===== src/rtl/player_motion_pkg.sv =====
// Shared video-controller definitions: direction bit indices, playfield size
// and the player motion FSM state type.
package player_motion_pkg;

    localparam int DIR_UP    = 0;
    localparam int DIR_DOWN  = 1;
    localparam int DIR_LEFT  = 2;
    localparam int DIR_RIGHT = 3;

    localparam int PLAYFIELD_W = 640;
    localparam int PLAYFIELD_H = 480;

    typedef enum logic [1:0] {
        IDLE   = 2'd0,
        CALC   = 2'd1,
        COMMIT = 2'd2
    } motion_state_t;

endpackage


===== src/rtl/player_motion_button_debounce.sv =====
// Two-flop synchronizer plus stability counter for one raw push button.
// The debounced level follows the synced input after DEBOUNCE stable cycles.
module button_debounce #(
    parameter int DEBOUNCE = 1000000
) (
    input  logic clk,
    input  logic rst,
    input  logic btn_i,
    output logic btn_o
);

    localparam int CNT_W = (DEBOUNCE > 1) ? $clog2(DEBOUNCE) : 1;
    localparam logic [CNT_W-1:0] CNT_LAST = CNT_W'(DEBOUNCE - 1);

    logic             sync1_q;
    logic             sync2_q;
    logic             db_q;
    logic [CNT_W-1:0] cnt_q;

    always_ff @(posedge clk) begin
        if (rst) begin
            sync1_q <= 1'b0;
            sync2_q <= 1'b0;
            db_q    <= 1'b0;
            cnt_q   <= '0;
        end else begin
            sync1_q <= btn_i;
            sync2_q <= sync1_q;
            // Any cycle where the synced level matches the accepted one restarts the count.
            if (sync2_q == db_q) begin
                cnt_q <= '0;
            end else if (cnt_q == CNT_LAST) begin
                db_q  <= sync2_q;
                cnt_q <= '0;
            end else begin
                cnt_q <= cnt_q + 1'b1;
            end
        end
    end

    assign btn_o = db_q;

endmodule


===== src/rtl/player_motion.sv =====
// Player position stage: debounced buttons move the player once per frame on the
// VSYNC falling edge, clamped to the playfield (horizontal wraps if PLAYER_MOTION_WRAP_EN).
module player_motion
    import player_motion_pkg::*;
#(
    parameter int H_MIN    = 0,
    parameter int H_MAX    = PLAYFIELD_W,
    parameter int V_MIN    = 0,
    parameter int V_MAX    = PLAYFIELD_H,
    parameter int OBJ_W    = 16,
    parameter int OBJ_H    = 16,
    parameter int STEP     = 2,
    parameter int H_START  = 312,
    parameter int V_START  = 232,
    parameter int DEBOUNCE = 1000000
) (
    input  logic        clk,
    input  logic        rst,
    input  logic [3:0]  btns,
    input  logic        VS,
    input  logic [3:0]  blocked,
    output logic [11:0] player_vStartPos,
    output logic [11:0] player_hStartPos,
    output logic        moving,
    output logic        frame_tick,
    output logic [1:0]  dbg_state_o
);

    localparam logic [11:0] H_LO   = 12'(H_MIN);
    localparam logic [11:0] H_HI   = 12'(H_MAX - OBJ_W);
    localparam logic [11:0] V_LO   = 12'(V_MIN);
    localparam logic [11:0] V_HI   = 12'(V_MAX - OBJ_H);
    localparam logic [11:0] STEP12 = 12'(STEP);
`ifdef PLAYER_MOTION_WRAP_EN
    localparam logic WRAP_H = 1'b1;
`else
    localparam logic WRAP_H = 1'b0;
`endif

    // Comparisons run at 13 bits so pos+step never overflows near the limits.
    function automatic logic [11:0] step_axis(
        input logic [11:0] pos,
        input logic        inc,
        input logic        dec,
        input logic [11:0] lo,
        input logic [11:0] hi,
        input logic        wrap
    );
        logic [12:0] up;
        logic [12:0] lo_plus;
        logic [11:0] r;
        up      = {1'b0, pos} + {1'b0, STEP12};
        lo_plus = {1'b0, lo} + {1'b0, STEP12};
        r       = pos;
        if (inc) begin
            if (up > {1'b0, hi}) r = wrap ? lo : hi;
            else                 r = up[11:0];
        end else if (dec) begin
            if ({1'b0, pos} < lo_plus) r = wrap ? hi : lo;
            else                       r = pos - STEP12;
        end
        return r;
    endfunction

    logic [3:0]    btn_db;
    logic          vs_q;
    motion_state_t state_q;
    logic [3:0]    btn_q;
    logic [3:0]    blk_q;
    logic [11:0]   h_q, v_q;
    logic [11:0]   h_cand_q, v_cand_q;
    logic [11:0]   h_cand_d, v_cand_d;
    logic          moving_q;
    logic          inc_h, dec_h, inc_v, dec_v;

    for (genvar i = 0; i < 4; i++) begin : g_db
        button_debounce #(.DEBOUNCE(DEBOUNCE)) u_db (
            .clk   (clk),
            .rst   (rst),
            .btn_i (btns[i]),
            .btn_o (btn_db[i])
        );
    end

    always_ff @(posedge clk) begin
        if (rst) vs_q <= 1'b1;
        else     vs_q <= VS;
    end

    assign frame_tick = vs_q & ~VS & ~rst;

    // Opposite directions cancel; a blocked direction is simply not taken.
    assign inc_h = btn_q[DIR_RIGHT] & ~btn_q[DIR_LEFT]  & ~blk_q[DIR_RIGHT];
    assign dec_h = btn_q[DIR_LEFT]  & ~btn_q[DIR_RIGHT] & ~blk_q[DIR_LEFT];
    assign inc_v = btn_q[DIR_DOWN]  & ~btn_q[DIR_UP]    & ~blk_q[DIR_DOWN];
    assign dec_v = btn_q[DIR_UP]    & ~btn_q[DIR_DOWN]  & ~blk_q[DIR_UP];

    always_comb begin
        h_cand_d = step_axis(h_q, inc_h, dec_h, H_LO, H_HI, WRAP_H);
        v_cand_d = step_axis(v_q, inc_v, dec_v, V_LO, V_HI, 1'b0);
    end

    always_ff @(posedge clk) begin
        if (rst) begin
            state_q  <= IDLE;
            btn_q    <= 4'b0000;
            blk_q    <= 4'b0000;
            h_cand_q <= 12'(H_START);
            v_cand_q <= 12'(V_START);
            h_q      <= 12'(H_START);
            v_q      <= 12'(V_START);
            moving_q <= 1'b0;
        end else begin
            case (state_q)
                IDLE: begin
                    if (frame_tick) begin
                        btn_q   <= btn_db;
                        blk_q   <= blocked;
                        state_q <= CALC;
                    end
                end
                CALC: begin
                    h_cand_q <= h_cand_d;
                    v_cand_q <= v_cand_d;
                    state_q  <= COMMIT;
                end
                COMMIT: begin
                    h_q      <= h_cand_q;
                    v_q      <= v_cand_q;
                    moving_q <= (h_cand_q != h_q) || (v_cand_q != v_q);
                    state_q  <= IDLE;
                end
                default: state_q <= IDLE;
            endcase
        end
    end

    assign player_hStartPos = h_q;
    assign player_vStartPos = v_q;
    assign moving           = moving_q;
    assign dbg_state_o      = state_q;

endmodule


===== config.mk =====
export PLATFORM = sky130hd
export DESIGN_NAME = player_motion
export DESIGN_NICKNAME = d
export VERILOG_FILES = /design/src/rtl/player_motion_pkg.sv /design/src/rtl/player_motion_button_debounce.sv /design/src/rtl/player_motion.sv
export SDC_FILE = /design/constraint.sdc
export NUM_CORES = 1
export LEC_CHECK = 0
export ABC_AREA = 0
export CORE_MARGIN = 2
export CORE_UTILIZATION = 40
export DETAILED_ROUTE_END_ITERATION = 8
export PLACE_DENSITY_LB_ADDON = 0.15
export SYNTH_ARGS = -nofsm -noshare
export SYNTH_HDL_FRONTEND = slang
export SYNTH_SLANG_ARGS = --single-unit

===== constraint.sdc =====
create_clock -name clk -period 2.21 [get_ports clk]
set_input_delay 0.442 -clock clk [delete_from_list [all_inputs] [get_ports clk]]
set_output_delay 0.442 -clock clk [all_outputs]
set_load 0.01 [all_outputs]

==> results.json, run 1 <==
{
  "die_h_um": 140,
  "layout-drive-gt1-share": 0.116,
  "rrSetupSlack_ns": 0.09,
  "avgRoutedWirePerCell_um": 14.7,
  "clockBufferDepth": 2,
  "ys_seq_elements": 152,
  "hpwl_mm": 12.5,
  "cts-buffers-inserted": 17,
  "fin_tns_setup_ns": 0,
  "reg2reg_to": "h_cand_q[1]$_SDFFE_PP0N_",
  "holdPathEnd": "vs_q$_SDFF_PP1_",
  "dr_wl_met3_um": 711,
  "path_buf_inv": 0,
  "irDropWorstVdd_mv": 0.484,
  "finalCriticalPeriod_ns": 2.12,
  "p_per_area_nw_per_um2": 702,
  "post_synth_num_cell_types": 73,
  "syn_to_final_growth_pct": 21.3,
  "r2r_start": "player_hStartPos[4]$_SDFFE_PP1N_",
  "gp_congestion": 0.872,
  "coreArea_um2": 18100,
  "maxCapViolCount": 0,
  "grt_pass1_vias": 5884,
  "rr_worst_depth": 6,
  "clock_latency_ns": 0.42,
  "cts_setup_buffers": 0,
  "cts_hold_buf": 0,
  "first_iter_violations": 332,
  "clk_pin_slew_ns": 0.06,
  "wl_met1_mm": 8.92,
  "hp-class": "input port to flip-flop",
  "finalClockSkew_ns": 0.00979,
  "avgViaCountPerCell": 5.15,
  "outcome": "finished, final reports clean",
  "grt_first_pass_wirelength_mm": 29.5,
  "n_antenna_cell": 0,
  "fin_hold_ws_ns": 0.307,
  "postLayoutCoreUtil": 0.498,
  "slowest_delay_ns": 0.55,
  "syn-cell-area_um2": 7450,
  "setup_violations": 0,
  "cp_common_cell": "a211oi_1",
  "crit_family": "simple AND/OR/NAND/NOR gates",
  "synthCells": 908,
  "worst_pin_slew_ns": 0.481,
  "grt_use_total": 0.184,
  "fp.dieW_um": 140,
  "slew_headroom": 0.677,
  "antenna_found_initial": 0,
  "drcViolationCount": 0,
  "synth_edf_count": 0,
  "place_ws_ns": -0.0415,
  "initial_utilization": 0.411,
  "io_buffers": 38,
  "drtPass1Iterations": 4,
  "crit_fanout": 7,
  "vias": 6260,
  "worstSetupPathType": "flip-flop to flip-flop",
  "worstHoldStart": "rst",
  "maxSlewViolCount": 0,
  "worst_slack_ns": 0.0940,
  "final_nets": 992,
  "tritoncts": "done",
  "hold_viol_final": 0,
  "totalWireLength_mm": 17.8,
  "yosysSeqAreaShare": 0.408,
  "whs_path_depth": 2,
  "worstPathArrival_ns": 2.41,
  "top_layer_used": "met4",
  "cts.sinks": 152,
  "grt_overflow": 0,
  "ys_async_sr_fraction": 0,
  "end_kind": "flip-flop",
  "fp-row-count": 49,
  "drt.antenna.violating_nets": 0,
  "grt_max_degree": 68,
  "die-area_um2": 19700,
  "synth_nets": 927,
  "cpMaxStageDelayCell": "or4_4",
  "h-tree-depth": 4,
  "io_pins": 39,
  "path_cells": "or3_4, or4_4, nor2_4, nor2_1, a211oi_1, a211oi_1",
  "p_leak_nw": 3.10,
  "root_buffer": "clkbuf_16",
  "fmax_mhz": 473,
  "yosysWarnings": 0,
  "startpoint_type": "flip-flop",
  "synth_flop_cell": "dfxtp_1",
  "cp.required_ns": 2.51,
  "timing.final.crit_share": 0.957,
  "postSynthAreaPerCell_um2": 8.20,
  "wl_met2_mm": 7.95,
  "rsz0062_at_grt": "no"
}
==> cell usage after synthesis (all sizes together) (3+ instances only) <==
| cell | n | area share |
|---|---|---|
| dfxtp | 152 | 0.41 |
| a211oi | 6 | 0.0060 |
| xor2 | 63 | 0.074 |
| xnor2 | 53 | 0.062 |
| nor4b | 6 | 0.0071 |
| or2 | 3 | 0.0025 |
| and3 | 9 | 0.0076 |
| a31oi | 8 | 0.0067 |
| inv | 15 | 0.0076 |
| buf | 13 | 0.010 |
| nand3b | 10 | 0.010 |
| nor3b | 6 | 0.0067 |
| nand4 | 20 | 0.017 |
| nor4 | 16 | 0.014 |
| nor2 | 135 | 0.069 |
| a21oi | 44 | 0.030 |
| a2bb2oi | 3 | 0.0035 |
| nand3 | 51 | 0.036 |
| nand2 | 117 | 0.060 |
| ha | 8 | 0.013 |
| or3 | 13 | 0.012 |
| a311oi | 3 | 0.0052 |
| nor2b | 20 | 0.017 |
| clkbuf | 33 | 0.017 |
| nor3 | 19 | 0.013 |
| o21ai | 20 | 0.014 |
| and4 | 9 | 0.011 |
| mux2i | 5 | 0.0067 |
| and2 | 9 | 0.0076 |
| nand2b | 5 | 0.0042 |
==> what timing repair did <==
item / CTS / global route
resized for setup: 1 / 7
pin swaps: 0 / 1
setup endpoints to repair: 1 / 13
==> power by group <==
part           internal (W)  switching [W]  total, W
clock network       0.00205        0.00121   0.00325
logic              0.000126       0.000162  0.000288
registers           0.00277      0.0000320   0.00281
==> per-stage QoR <==
step                area (um^2)  instances  power, W
detailed placement         8360       1183   0.00316
global route               9030       1215   0.00657
CTS                        9020       1215   0.00641
finish                     9030       1215   0.00635
global placement           8360       1183   0.00316
floorplan                  7450        908   0.00303
==> routing by layer <==
metal / GRT usage / vias to the layer above
met3: 0.0417 / 18
met2: 0.289 / 116
met4: 0.0568 / 0
met1: 0.252 / 2894
met5: 0 / -
li1: - / 3232
==> worst max-delay path by stage <==
stage | from | end | slack [ns] | cells after the start
2_1_floorplan | player_vStartPos[1]$_SDFFE_PP0N_ | v_cand_q[1]$_SDFFE_PP0N_ | 0.12 | 8
5_1_grt | player_hStartPos[2]$_SDFFE_PP0N_ | h_cand_q[0]$_SDFFE_PP0N_ | 0.0004 | 8
4_1_cts | player_hStartPos[2]$_SDFFE_PP0N_ | h_cand_q[0]$_SDFFE_PP0N_ | 0.01 | 8
6_report | player_hStartPos[4]$_SDFFE_PP1N_ | h_cand_q[1]$_SDFFE_PP0N_ | 0.09 | 6
3_5_place_dp | VS | frame_tick | -0.04 | 4
3_3_place_gp | VS | frame_tick | -0.04 | 4
==> registers in the layout, summed over array words and instances, names as in the netlist <==
register,count
g_db.u_db.btn_o,4
btn_q,4
g_db.u_db.sync1_q,4
g_db.u_db.sync2_q,4
vs_q,1
blk_q,4
v_cand_q,12
g_db.u_db.cnt_q,80
player_vStartPos,12
dbg_state_o,2
player_hStartPos,12
h_cand_q,12
moving,1
==> layout by cell type, fill, tap and decap left out, types with 14 or more instances in the layout <==
cell type          n
dfxtp_1          150
nor2_1           133
nand4_1           20
a21oi_1           43
inv_1             14
buf_4             51
xnor2_1           53
clkdlybuf4s50_1   36
nor4_1            15
nand3_1           49
nor2b_1           19
clkbuf_16         17
nand2_1          116
nor3_1            19
xor2_1            63
o21ai_0           17
==> layout make-up <==
cell class / count / area, um^2
fillers: 1767 / 9110
multi-input cells: 694 / 4170
flip-flops and latches: 152 / 3050
repair buffers: 92 / 817
clock buffers: 18 / 439
well taps: 229 / 287
clock inverters: 14 / 221
inverters: 16 / 60.1
==> kinds of logic after synthesis <==
| logic type | Yosys count | share of synthesized area |
|---|---|---|
| AO/OA/AOI/OAI | 108 | 0.0946 |
| XOR/XNOR | 116 | 0.136 |
| adder cells (fa/ha/maj) | 8 | 0.0134 |
| buffers and inverters | 62 | 0.0349 |
| flip-flops | 152 | 0.408 |
| multiplexers | 6 | 0.00823 |
| AND/OR/NAND/NOR | 456 | 0.304 |
No activity file was read; power rests on OpenSTA's default activity.
==> run 2: changes to the inputs <==
==> constraint.sdc (replaced) <==
create_clock -name clk -period 2.23 [get_ports clk]
set_input_delay 0.446 -clock clk [delete_from_list [all_inputs] [get_ports clk]]
set_output_delay 0.446 -clock clk [all_outputs]
set_load 0.01 [all_outputs]
==> run 2 against run 1 <==
Net effect: combinational power barely moved; register-to-register slack better by 0.06 ns; utilization about the same; setup slack improved by 0.0043 ns; worst hold slack worse by 0.0095 ns; global-route usage grew 0.56 points; non-clock buffer count increased by 1; sequential power barely moved; flip-flop and latch count is the same; wire length rose by 1.1%; final area about the same; critical path type is now flip-flop to primary output.
==> results.json, run 2 (synthesized netlist as in run 1, its figures left out) <==
{
  "outcome": "finished, final reports clean",
  "n_antenna_cell": 0,
  "irDropWorstVdd_mv": 0.505,
  "worstHoldStart": "rst",
  "final_common_cell": "dfxtp_1",
  "hold_viol_final": 0,
  "initial_utilization": 0.411,
  "coreArea_um2": 18100,
  "io_buffers": 38,
  "drtPass1Iterations": 4,
  "cts_setup_buffers": 0,
  "layout-drive-gt1-share": 0.118,
  "die_h_um": 140,
  "fmax_mhz": 469,
  "final_cell_mix": "dfxtp_1 (148), nor2_1 (133), nand2_1 (116), xor2_1 (63), xnor2_1 (53)",
  "first_iter_violations": 345,
  "clockBufferDepth": 2,
  "finalClockSkew_ns": 0.00941,
  "worst_pin_slew_ns": 0.504,
  "setup_violations": 0,
  "slew_headroom": 0.661,
  "r2r_start": "player_vStartPos[7]$_SDFFE_PP1N_",
  "finalCriticalPeriod_ns": 2.13,
  "cts.sinks": 152,
  "crit_fanout": 9,
  "cts-buffers-inserted": 17,
  "avgRoutedWirePerCell_um": 14.8,
  "h-tree-depth": 4,
  "maxCapViolCount": 0,
  "p_leak_nw": 3.09,
  "final_nets": 993,
  "maxSlewViolCount": 0,
  "fp.dieW_um": 140,
  "hp-class": "input port to flip-flop",
  "p_per_area_nw_per_um2": 694,
  "die-area_um2": 19700,
  "timing.final.crit_share": 0.956,
  "io_pins": 39,
  "rrSetupSlack_ns": 0.15,
  "antenna_found_initial": 1,
  "grt_first_pass_wirelength_mm": 30.2,
  "cp.required_ns": 1.78,
  "end_kind": "primary output",
  "grt_use_total": 0.189,
  "gp_congestion": 0.828,
  "cts_hold_buf": 0,
  "vias": 6251,
  "clk_pin_slew_ns": 0.06,
  "hpwl_mm": 12.5,
  "grt_pass1_vias": 5935,
  "startpoint_type": "flip-flop",
  "tritoncts": "done",
  "drt.antenna.violating_nets": 0,
  "fin_tns_setup_ns": 0,
  "reg2reg_to": "v_cand_q[1]$_SDFFE_PP0N_",
  "root_buffer": "clkbuf_16",
  "totalWireLength_mm": 18.0,
  "top_register": "g_db.u_db.cnt_q",
  "grt_max_degree": 68,
  "drcViolationCount": 0,
  "syn_to_final_growth_pct": 21.2,
  "worstPathArrival_ns": 1.69,
  "holdPathEnd": "vs_q$_SDFF_PP1_",
  "clock_latency_ns": 0.42,
  "total_power_w": 0.00627,
  "rr_worst_depth": 6,
  "grt_overflow": 0,
  "largest_reg_flops": 80,
  "whs_path_depth": 2,
  "worstSetupPathType": "flip-flop to primary output",
  "avgViaCountPerCell": 5.14,
  "fp-row-count": 49
}
## run 2: changes by cell type in the layout (fill, tap and decap cells not counted), sizes merged
cell      delta
inv          +1
clkbuf       -1
clkinv       -2
buf          +1
clkinvlp     +2
## run 2: worst max-delay path, stage by stage, from the launching register on
cell             delay [ns]
dfxtp_2                0.42
buf_4                  0.14
buf_4                  0.16
clkdlybuf4s50_1        0.55
## run 2: final cells by class
| type | instances | area (um^2) |
|---|---|---|
| sequential | 152 | 3050 |
| multi-input combinational | 694 | 4160 |
| inverter | 16 | 60.1 |
| fill | 1791 | 9120 |
| clock inverter | 15 | 224 |
| timing repair buffer | 93 | 825 |
| clock buffer | 17 | 425 |
| tap | 229 | 287 |
## run 2: worst max-delay path by stage
stage                                           from                        to  cells past startpoint
finish              player_vStartPos[3]$_SDFFE_PP1N_       player_vStartPos[3]                      3
global route        player_hStartPos[1]$_SDFFE_PP0N_  h_cand_q[2]$_SDFFE_PP0N_                      8
CTS                 player_vStartPos[6]$_SDFFE_PP1N_       player_vStartPos[6]                      3
detailed placement                                VS                frame_tick                      4
global placement                                  VS                frame_tick                      4
floorplan           player_vStartPos[1]$_SDFFE_PP0N_  v_cand_q[1]$_SDFFE_PP0N_                      8
## run 2: what timing repair did
action	CTS	global route
endpoints found under the setup margin	2	11
pin swaps	0	1
gates resized for setup	2	7
## run 2: per-layer routing
layer	share of wire	vias to the layer above	GRT usage
li1	-	3250	-
met1	0.49	2883	0.255
met2	0.45	95	0.301
met3	0.043	21	0.0465
met4	0.014	2	0.0584
met5	0.00061	-	0
## run 2: power by group
| group | switching (W) | total (W) | internal [W] |
|---|---|---|---|
| Sequential | 0.0000329 | 0.00278 | 0.00275 |
| Clock | 0.00121 | 0.00320 | 0.00199 |
| Combinational | 0.000160 | 0.000285 | 0.000125 |
| Total | 0.00140 | 0.00627 | 0.00487 |
## run 2: stage by stage
stage	utilization	setup WS [ns]	area (um^2)	std cells	hold WS [ns]
floorplan	-	0.138	7450	908	0.413
global placement	0.461	-0.0285	8360	1184	0.416
detailed placement	0.461	-0.0528	8360	1184	0.425
CTS	0.497	0.0683	9010	1216	0.285
global route	0.498	-0.00377	9030	1216	0.283
finish	0.498	0.0983	9030	1216	0.298
==> run 3: changes to the inputs <==
--- a/config.mk
+++ b/config.mk
@@ -8,8 +8,11 @@
 export ABC_AREA = 0
 export CORE_MARGIN = 2
 export CORE_UTILIZATION = 40
+export CTS_CLUSTER_SIZE = 14
 export DETAILED_ROUTE_END_ITERATION = 8
 export PLACE_DENSITY_LB_ADDON = 0.15
+export REMOVE_ABC_BUFFERS = 1
+export SETUP_SLACK_MARGIN = 0.15
 export SYNTH_ARGS = -nofsm -noshare
 export SYNTH_HDL_FRONTEND = slang
 export SYNTH_SLANG_ARGS = --single-unit
==> run 3 against run 2 <==
Net effect: worst hold slack gained 0.036 ns; clock power shrank 8.8%; largest cell class unchanged; non-clock buffer count shrank 2; largest power group unchanged; critical endpoint is now player_hStartPos[9].
==> results.json, run 3 (synthesized netlist as in run 1, its figures left out) <==
{
  "r2r_start": "btn_q[3]$_SDFFE_PP0P_",
  "maxSlewViolCount": 0,
  "crit_fanout": 8,
  "coreArea_um2": 18100,
  "drtPass1Iterations": 5,
  "initial_utilization": 0.411,
  "combPwrFrac": 0.048,
  "die-area_um2": 19700,
  "grtUsageMet3": 0.0427,
  "finalCriticalPeriod_ns": 2.07,
  "top_register": "g_db.u_db.cnt_q",
  "final_nets": 991,
  "path_cells": "clkdlybuf4s50_1",
  "p_sw_w": 0.00138,
  "cpMaxStageDelayCell": "clkdlybuf4s50_1",
  "worstHoldStart": "rst",
  "grt_first_pass_wirelength_mm": 29.2,
  "outcome": "finished, final reports clean",
  "cp.required_ns": 1.78,
  "h-tree-depth": 4,
  "gr-max-usage-layer": "met2",
  "grt_util_met2": 0.302,
  "fp-row-count": 49,
  "io_pins": 39,
  "irDropWorstVdd_mv": 0.491,
  "worst_pin_slew_ns": 0.536,
  "first_iter_violations": 328,
  "p_per_area_nw_per_um2": 662,
  "clockBufferDepth": 2,
  "p_seq_frac": 0.465,
  "timing.final.crit_share": 0.928,
  "path_buf_inv": 1,
  "layout-drive-gt1-share": 0.133,
  "fmax_mhz": 483,
  "avgViaCountPerCell": 5.08,
  "drcViolationCount": 0,
  "cts-buffers-inserted": 17,
  "p_leak_nw": 3.08,
  "io_buffers": 38,
  "critPathLaunch": "player_hStartPos[9]$_SDFFE_PP0N_",
  "drt.antenna.violating_nets": 0,
  "hp-class": "input port to flip-flop",
  "finalClockSkew_ns": 0.00815,
  "root_buffer": "clkbuf_16",
  "vias": 6167,
  "hold_viol_final": 0,
  "n_antenna_cell": 0,
  "slowest_delay_ns": 0.62,
  "end_kind": "primary output",
  "worstSetupPathType": "flip-flop to primary output",
  "avgRoutedWirePerCell_um": 14.3,
  "die_h_um": 140,
  "power_frac_clock": 0.488,
  "startpoint_type": "flip-flop",
  "setup_violations": 0,
  "crit_family": "buffers and inverters",
  "totalWireLength_mm": 17.4,
  "slew_headroom": 0.641,
  "tritoncts": "done",
  "intPower_w": 0.00460,
  "switching_share": 0.231,
  "cts_hold_buf": 0,
  "clk_pin_slew_ns": 0.06,
  "grt_pass1_vias": 5969,
  "use_met1": 0.246,
  "largest_reg_flops": 80,
  "final_common_cell": "dfxtp_1",
  "dp.cells": 1181,
  "cts.sinks": 152,
  "antenna_found_initial": 0,
  "grt_overflow": 0,
  "fp.dieW_um": 140,
  "maxCapViolCount": 0,
  "postLayoutCoreUtil": 0.498,
  "grt_use_total": 0.186,
  "gp_congestion": 0.913,
  "syn_to_final_growth_pct": 21.3,
  "rsz0062_at_grt": "yes",
  "worstPathArrival_ns": 1.62,
  "fin_cells": 1214,
  "clock_latency_ns": 0.42,
  "worst_slack_ns": 0.161,
  "place_ws_ns": -0.0372,
  "hpwl_mm": 12.1,
  "final_cell_mix": "dfxtp_1 (140), nor2_1 (132), nand2_1 (116), xor2_1 (63), xnor2_1 (52)",
  "fin_tns_setup_ns": 0,
  "grt_max_degree": 68
}
[run 3: power groups by stage]
| stage | combinational (W) | clock, W | sequential [W] |
|---|---|---|---|
| floorplan | 0.000129 | 0 | 0.00285 |
| global placement | 0.000287 | 0 | 0.00284 |
| detailed placement | 0.000286 | 0 | 0.00284 |
| CTS | 0.000286 | 0.00299 | 0.00278 |
| global route | 0.000315 | 0.00314 | 0.00278 |
| finish | 0.000284 | 0.00292 | 0.00278 |
[run 3: final cells by class]
cell class                 count  area [um^2]
clock buffer                  20          457
clock inverter                12          139
fill                        1803         9110
inverter                      16         60.1
multi-input combinational    694         4230
sequential                   152         3060
tap                          229          287
timing repair buffer          91          803
[run 3: final timing paths]
kind	endpoint	slack (ns)	depth (start not counted)
worst max register to register	h_cand_q[6]$_SDFFE_PP0N_	0.22	5
worst min register to register	g_db[2].u_db.sync2_q$_SDFF_PP0_	0.44	1
worst min-delay path	vs_q$_SDFF_PP1_	0.33	2
worst max-delay path	player_hStartPos[9]	0.16	1
[run 3: per-layer routing]
layer | up-vias | part of all wire | routed length [um]
li1 | 3240 | - | -
met1 | 2825 | 0.50 | 8700
met2 | 92 | 0.46 | 7950
met3 | 10 | 0.033 | 571
met4 | 0 | 0.0089 | 155
met5 | - | 0 | 0
[run 3: repair_timing]
item	4_1_cts	5_1_grt
pin swaps	0	2
buffers inserted	0	1
resized for setup	9	26
setup endpoints to repair	10	40
[run 3: stage by stage]
stage	total power, W	hold slack (ns)	cell area [um^2]
2_1_floorplan	0.00298	0.413	7250
3_3_place_gp	0.00313	0.421	8330
3_5_place_dp	0.00313	0.426	8330
4_1_cts	0.00606	0.318	8940
5_1_grt	0.00624	0.323	9040
6_report	0.00598	0.333	9040
